**src/rtl/swim_pkg.sv**
```systemverilog
// Shared types and constants for the SWIM-style open-drain sequence transmitter.
package swim_pkg;

  typedef enum logic {
    IDLE = 1'b0,
    SEND = 1'b1
  } swim_state_e;

  // Entry burst sent MSB first: four 1 kHz pulses, four 2 kHz pulses, then release.
  localparam int SWIM_ENTRY_LEN = 45;
  localparam logic [SWIM_ENTRY_LEN-1:0] SWIM_ENTRY_SEQ =
    {16'b0011_0011_0011_0011, 8'b0101_0101, 21'h1F_FFFF};

  // 0.25 ms bit period at 48 MHz; the short value keeps simulations fast.
  localparam int CLK_COUNT_SYN = 12000;
  localparam int CLK_COUNT_SIM = 4;

endpackage

```
**src/rtl/swim_bit_timer.sv**
```systemverilog
// Bit-period divider: tick is high on the last clk cycle of each CLK_COUNT-cycle period.
module swim_bit_timer #(
  parameter int CLK_COUNT = 12000
) (
  input  logic clk,
  input  logic rst,
  input  logic clr,
  input  logic en,
  output logic tick
);

  localparam int CW = (CLK_COUNT > 1) ? $clog2(CLK_COUNT) : 1;
  localparam logic [CW-1:0] LAST = CW'(CLK_COUNT - 1);

  logic [CW-1:0] cnt;

  always_ff @(posedge clk or posedge rst) begin
    if (rst) begin
      cnt <= '0;
    end else if (clr) begin
      cnt <= '0;
    end else if (en) begin
      cnt <= (cnt == LAST) ? '0 : cnt + 1'b1;
    end
  end

  assign tick = en && (cnt == LAST);

endmodule

```
**src/rtl/swim_seq_tx.sv**
```systemverilog
// Open-drain serial sequence transmitter with per-bit line readback and abort.
module swim_seq_tx
  import swim_pkg::*;
#(
  parameter int PAT_W     = SWIM_ENTRY_LEN,
  parameter int CH        = 3,
  parameter int CLK_COUNT = CLK_COUNT_SYN,
  parameter int LEN_W     = $clog2(PAT_W + 1)
) (
  input  logic             clk,
  input  logic             rst,
  input  logic             start,
  input  logic             abort,
  input  logic [PAT_W-1:0] pattern,
  input  logic [LEN_W-1:0] len,
  input  logic [CH-1:0]    ch_mask,
  input  logic [CH-1:0]    line_in,
  output logic [CH-1:0]    drive_low,
  output logic             busy,
  output logic             done,
  output logic [PAT_W-1:0] rx_data
);

  localparam int IDX_W = (PAT_W > 1) ? $clog2(PAT_W) : 1;
  localparam logic [LEN_W-1:0] MAX_LEN = LEN_W'(PAT_W);

  swim_state_e      state;
  logic [PAT_W-1:0] pattern_q;
  logic [CH-1:0]    mask_q;
  logic [CH-1:0]    sync1;
  logic [CH-1:0]    sync2;
  logic [IDX_W-1:0] idx;
  logic [LEN_W-1:0] eff_len;
  logic [IDX_W-1:0] first_idx;
  logic [IDX_W-1:0] next_idx;
  logic             accept;
  logic             sample;
  logic             tick;

  always_comb begin
    eff_len   = (len > MAX_LEN) ? MAX_LEN : len;
    first_idx = IDX_W'(eff_len - 1'b1);
    next_idx  = idx - 1'b1;
    accept    = (state == IDLE) && start && (len != '0);
    // Unmasked channels read as released so an empty mask samples 1.
    sample    = &(sync2 | ~mask_q);
  end

  // Pad inputs idle high (pulled up), so the synchronisers reset to 1.
  always_ff @(posedge clk or posedge rst) begin
    if (rst) begin
      sync1 <= '1;
      sync2 <= '1;
    end else begin
      sync1 <= line_in;
      sync2 <= sync1;
    end
  end

  swim_bit_timer #(
    .CLK_COUNT(CLK_COUNT)
  ) u_bit_timer (
    .clk (clk),
    .rst (rst),
    .clr (accept),
    .en  (state == SEND),
    .tick(tick)
  );

  always_ff @(posedge clk or posedge rst) begin
    if (rst) begin
      state     <= IDLE;
      pattern_q <= '0;
      mask_q    <= '0;
      idx       <= '0;
      drive_low <= '0;
      busy      <= 1'b0;
      done      <= 1'b0;
      rx_data   <= '0;
    end else begin
      done <= 1'b0;
      case (state)
        IDLE: begin
          if (accept) begin
            state     <= SEND;
            pattern_q <= pattern;
            mask_q    <= ch_mask;
            idx       <= first_idx;
            rx_data   <= '0;
            busy      <= 1'b1;
            drive_low <= ch_mask & {CH{~pattern[first_idx]}};
          end
        end
        SEND: begin
          // Abort wins over a bit boundary in the same cycle; rx_data keeps what it has.
          if (abort) begin
            state     <= IDLE;
            busy      <= 1'b0;
            drive_low <= '0;
          end else if (tick) begin
            rx_data <= {rx_data[PAT_W-2:0], sample};
            if (idx == '0) begin
              state     <= IDLE;
              busy      <= 1'b0;
              drive_low <= '0;
              done      <= 1'b1;
            end else begin
              idx       <= next_idx;
              drive_low <= mask_q & {CH{~pattern_q[next_idx]}};
            end
          end
        end
        default: state <= IDLE;
      endcase
    end
  end

endmodule

```
**config.mk**
```make
export PLATFORM = sky130hd
export DESIGN_NAME = swim_seq_tx
export DESIGN_NICKNAME = d
export VERILOG_FILES = /design/src/rtl/swim_pkg.sv /design/src/rtl/swim_bit_timer.sv /design/src/rtl/swim_seq_tx.sv
export SDC_FILE = /design/constraint.sdc
export NUM_CORES = 1
export LEC_CHECK = 0
export ABC_AREA = 1
export ABC_CLOCK_PERIOD_IN_PS = 11150
export BUFFER_PORTS_ARGS = -buffer_cell sky130_fd_sc_hd__buf_2
export CELL_PAD_IN_SITES_DETAIL_PLACEMENT = 1
export CELL_PAD_IN_SITES_GLOBAL_PLACEMENT = 2
export CORE_ASPECT_RATIO = 1.4
export CORE_MARGIN = 10
export CORE_UTILIZATION = 35
export CTS_CLUSTER_SIZE = 12
export DETAILED_ROUTE_END_ITERATION = 10
export PLACE_DENSITY_LB_ADDON = 0.2
export SLEW_MARGIN = 10
export SYNTH_ARGS = -nofsm -noshare
export SYNTH_HDL_FRONTEND = slang
export SYNTH_SLANG_ARGS = --single-unit
```
**constraint.sdc**
```tcl
create_clock -name clk -period 11.15 [get_ports clk]
set_input_delay 0.5575 -clock clk [delete_from_list [all_inputs] [get_ports clk]]
set_output_delay 0.5575 -clock clk [all_outputs]
set_load 0.005 [all_outputs]
```
==> results.md <==
* Status: completed
* CP bufs+invs at 5
* Tightest Hold Check Type: in2reg
* Starting density of the core at 35.6%
* Post-route DRC at 0
* Clock slew at reported path FFs at 60 ps
* CP most frequent cell: inv_2
* Placed cell count at 1121
* Leading cell type in the layout, fill and taps excluded: nand2_1
* Global-route wire length before repair at 32.5 mm
* Min Tclk post-route at 3660 ps
* CP required at 11430 ps
* Fin area at 7650 µm²
* Setup crit start kind: flip-flop
* Multiplexer share of the synthesized area at 0%
* Antenna viol nets, final at 0
* Max-cap violation count at 0
* Largest net degree at the start of global routing at 90
* Asr flop ratio synth at 100%
* Post-CTS Setup Inserts at 0
* CTS Sinks at 125
* Longest Clk Path Bufs at 2
* Gr usage total at 16.8%
* Hold-fix buffers, CTS at 0
* CTS tree: yes
* Number of global-route vias before repair at 6239
* Worst slack, placed at 7420 ps
* Initial DRC Count at 309
* FP Rows at 58
* Hpwl dp at 14.9 mm
* Seq/Total Area, Yosys at 49.2%
* Syn Nets at 871
* WL/cell at 17.3 µm
* Crit path largest cell delay at 1010 ps
* Post-Syn Area at 6370 µm²
* Period utilisation layout at 32.8%
* N_diodes at 0
* Share of the synthesized netlist area taken by xor and xnor gates at 2.24%
* Static Leak at 3.80 nW
* Syn_area_per_cell at 7.90 µm²
* GR Layer Usage met3 at 2.99%
* Worst path cell trace: inv_1 -> nor2_2 -> clkinv_2 -> nand2_2 -> buf_4 -> inv_2 -> o21ai_2 -> inv_2 -> o211ai_1 -> o21ai_0
* Vias/cell at 4.92
* Die Width at 134 µm
* Antenna violations before repair at 0
* Slowest cell on crit path: dfrtp_2
* Die Area at 24100 µm²
* Most frequent cells in the layout: nand2_1, o21ai_0, dfrtp_1, buf_2, inv_1
* Worst-path fanout max at 89
* PortBufs at 110
* Worst Max-Slew Pin Slew at 1080 ps
* Non-Filler Instances at 1153
* Final setup violation count at 0
* Post-CTS Resized at 0
* Layout area overhead at 20.1%
* Yosys reg bits at 125
* Simple-Gate Fraction of Synth Area at 23.8%
* Setup ws final at 7490 ps
* CTS Buf Count at 17
* Peak VDD IR at 116 µV
* Die Y at 180 µm
* Clock root buffer: clkbuf_16
* Fmax at 0.273 GHz
* Synth warn at 0
* Std-Cell Core Area at 17900 µm²
* Max Slew Vio Count at 0
* Power density cells at 256 nW/µm²
* Final Net Count at 964
* I/O pins at 111
* Unrepaired setup endpoints after global routing: false
* Post-synth cell types at 38
* Setup TNS Final at 0 ps
* Largest delay share family, worst path: buffers and inverters
* Clock latency on the worst-skew pair at 420 ps
* Critical path class: reg2reg
* Placed Area at 7040 µm²
* Number of synthesized flops with an enable pin at 0
* WL final at 19.9 mm
* Pre-antenna DRT Iters at 4
* H-Tree Depth at 4
* Slew headroom at 27.6%
* Synth Area in Adders at 0.589%
* Worst Skew at 10.6 ps
* GR peak layer: met2
* GR Util met2 at 31.9%
* CP Data Arrival Time at 3940 ps
* Layout cells sized above 1 at 20.6%
* Vias at 5676
* Syn Inst Count at 807
* Placer Congestion at 0.789
* Ys flop type: dfrtp_1
* WHS at 253 ps
* Largest family of logic cells by synthesized area: simple AND/OR/NAND/NOR gates
* Grt total ovfl at 0
* Critical Path Sink Type: flip-flop
* Compound-Gate Fraction of Synth Area at 15.3%
* Final hold violations at 0
* Grt met1 use at 17.9%
-- final timing paths --
| path | startpoint | endpoint | slack (ps) | depth (start not counted) |
|---|---|---|---|---|
| worst max-delay path | state | idx[0] | 7490 | 10 |
| worst min-delay path | line_in[2] | sync1[2] | 250 | 1 |
| min in group asynchronous | rst | pattern_q[14] | 270 | 2 |
| max in group asynchronous | rst | state | 9440 | 3 |
| worst max register to register | state | idx[0] | 7490 | 10 |
| worst min register to register | sync1[0] | sync2[0] | 360 | 0 |
-- area by class of cell --
cell class,instances,area [µm²]
flip-flops and latches,125,3140
clock buffers,17,425
repair buffers,114,581
multi-input cells,549,2670
inverters,93,355
fillers,2251,10300
clock inverters,15,184
well taps,240,300
-- cells by family (layout without fill, tap and decap cells) --
kind of cell               Yosys count  in the layout
adders and majority gates            3              3
AOI/OAI and AO/OA                  180            180
xor gates and xnor gates            12             12
buffers and inverters              133            239
DFF                                125            125
and+or+nand+nor                    354            354
-- flip-flops by register name, summed over array words and instances (netlist names) --
signal,flops
drive_low,3
rx_data,45
sync2,3
state,1
pattern_q,45
busy,1
mask_q,3
u_bit_timer.cnt,14
done,1
sync1,3
idx,6
-- layer usage --
metal  part of all wire (%)  wire length [µm]  vias to the layer above
met5                      0                 0                        -
met2                     55             10900                       96
met4                    1.7               333                        0
met3                    3.3               661                       24
li1                       -                 -                     2791
met1                     40              8020                     2765
-- power breakdown --
part	leakage, nW	switching, mW	total (mW)	internal (mW)
logic	1.88	0.421	0.641	0.220
registers	1.62	0.142	0.739	0.596
clock network	0.296	0.225	0.580	0.355
total	3.80	0.788	1.96	1.17
-- cells in the mapped netlist (3+ instances only) --
library cell | n | share of area, %
dfstp_2 | 6 | 2.5
nor2_2 | 3 | 0.29
nand3_2 | 6 | 0.94
nand4_1 | 3 | 0.29
o211ai_1 | 13 | 1.5
nor2_4 | 3 | 0.53
nand2_2 | 6 | 0.59
dfrtp_1 | 119 | 47
ha_1 | 3 | 0.59
nor2_1 | 30 | 1.8
nand2_1 | 247 | 15
xnor2_1 | 5 | 0.69
clkbuf_1 | 24 | 1.4
inv_2 | 5 | 0.29
buf_2 | 7 | 0.55
nand3_1 | 43 | 3.4
buf_6 | 7 | 1.2
o22ai_1 | 10 | 0.98
a21oi_1 | 22 | 1.7
o21ai_1 | 9 | 0.71
o21ai_0 | 118 | 9.3
nor3_1 | 9 | 0.71
inv_1 | 86 | 5.1
xor2_1 | 5 | 0.69
-- per-stage QoR --
stage	utilization [%]	power [mW]
6_report	42.7	1.96
5_1_grt	42.7	2.11
4_1_cts	42.7	1.98
3_5_place_dp	39.3	1.39
3_3_place_gp	39.3	1.36
2_1_floorplan	-	1.18
Power figures use the tool's default switching activity.
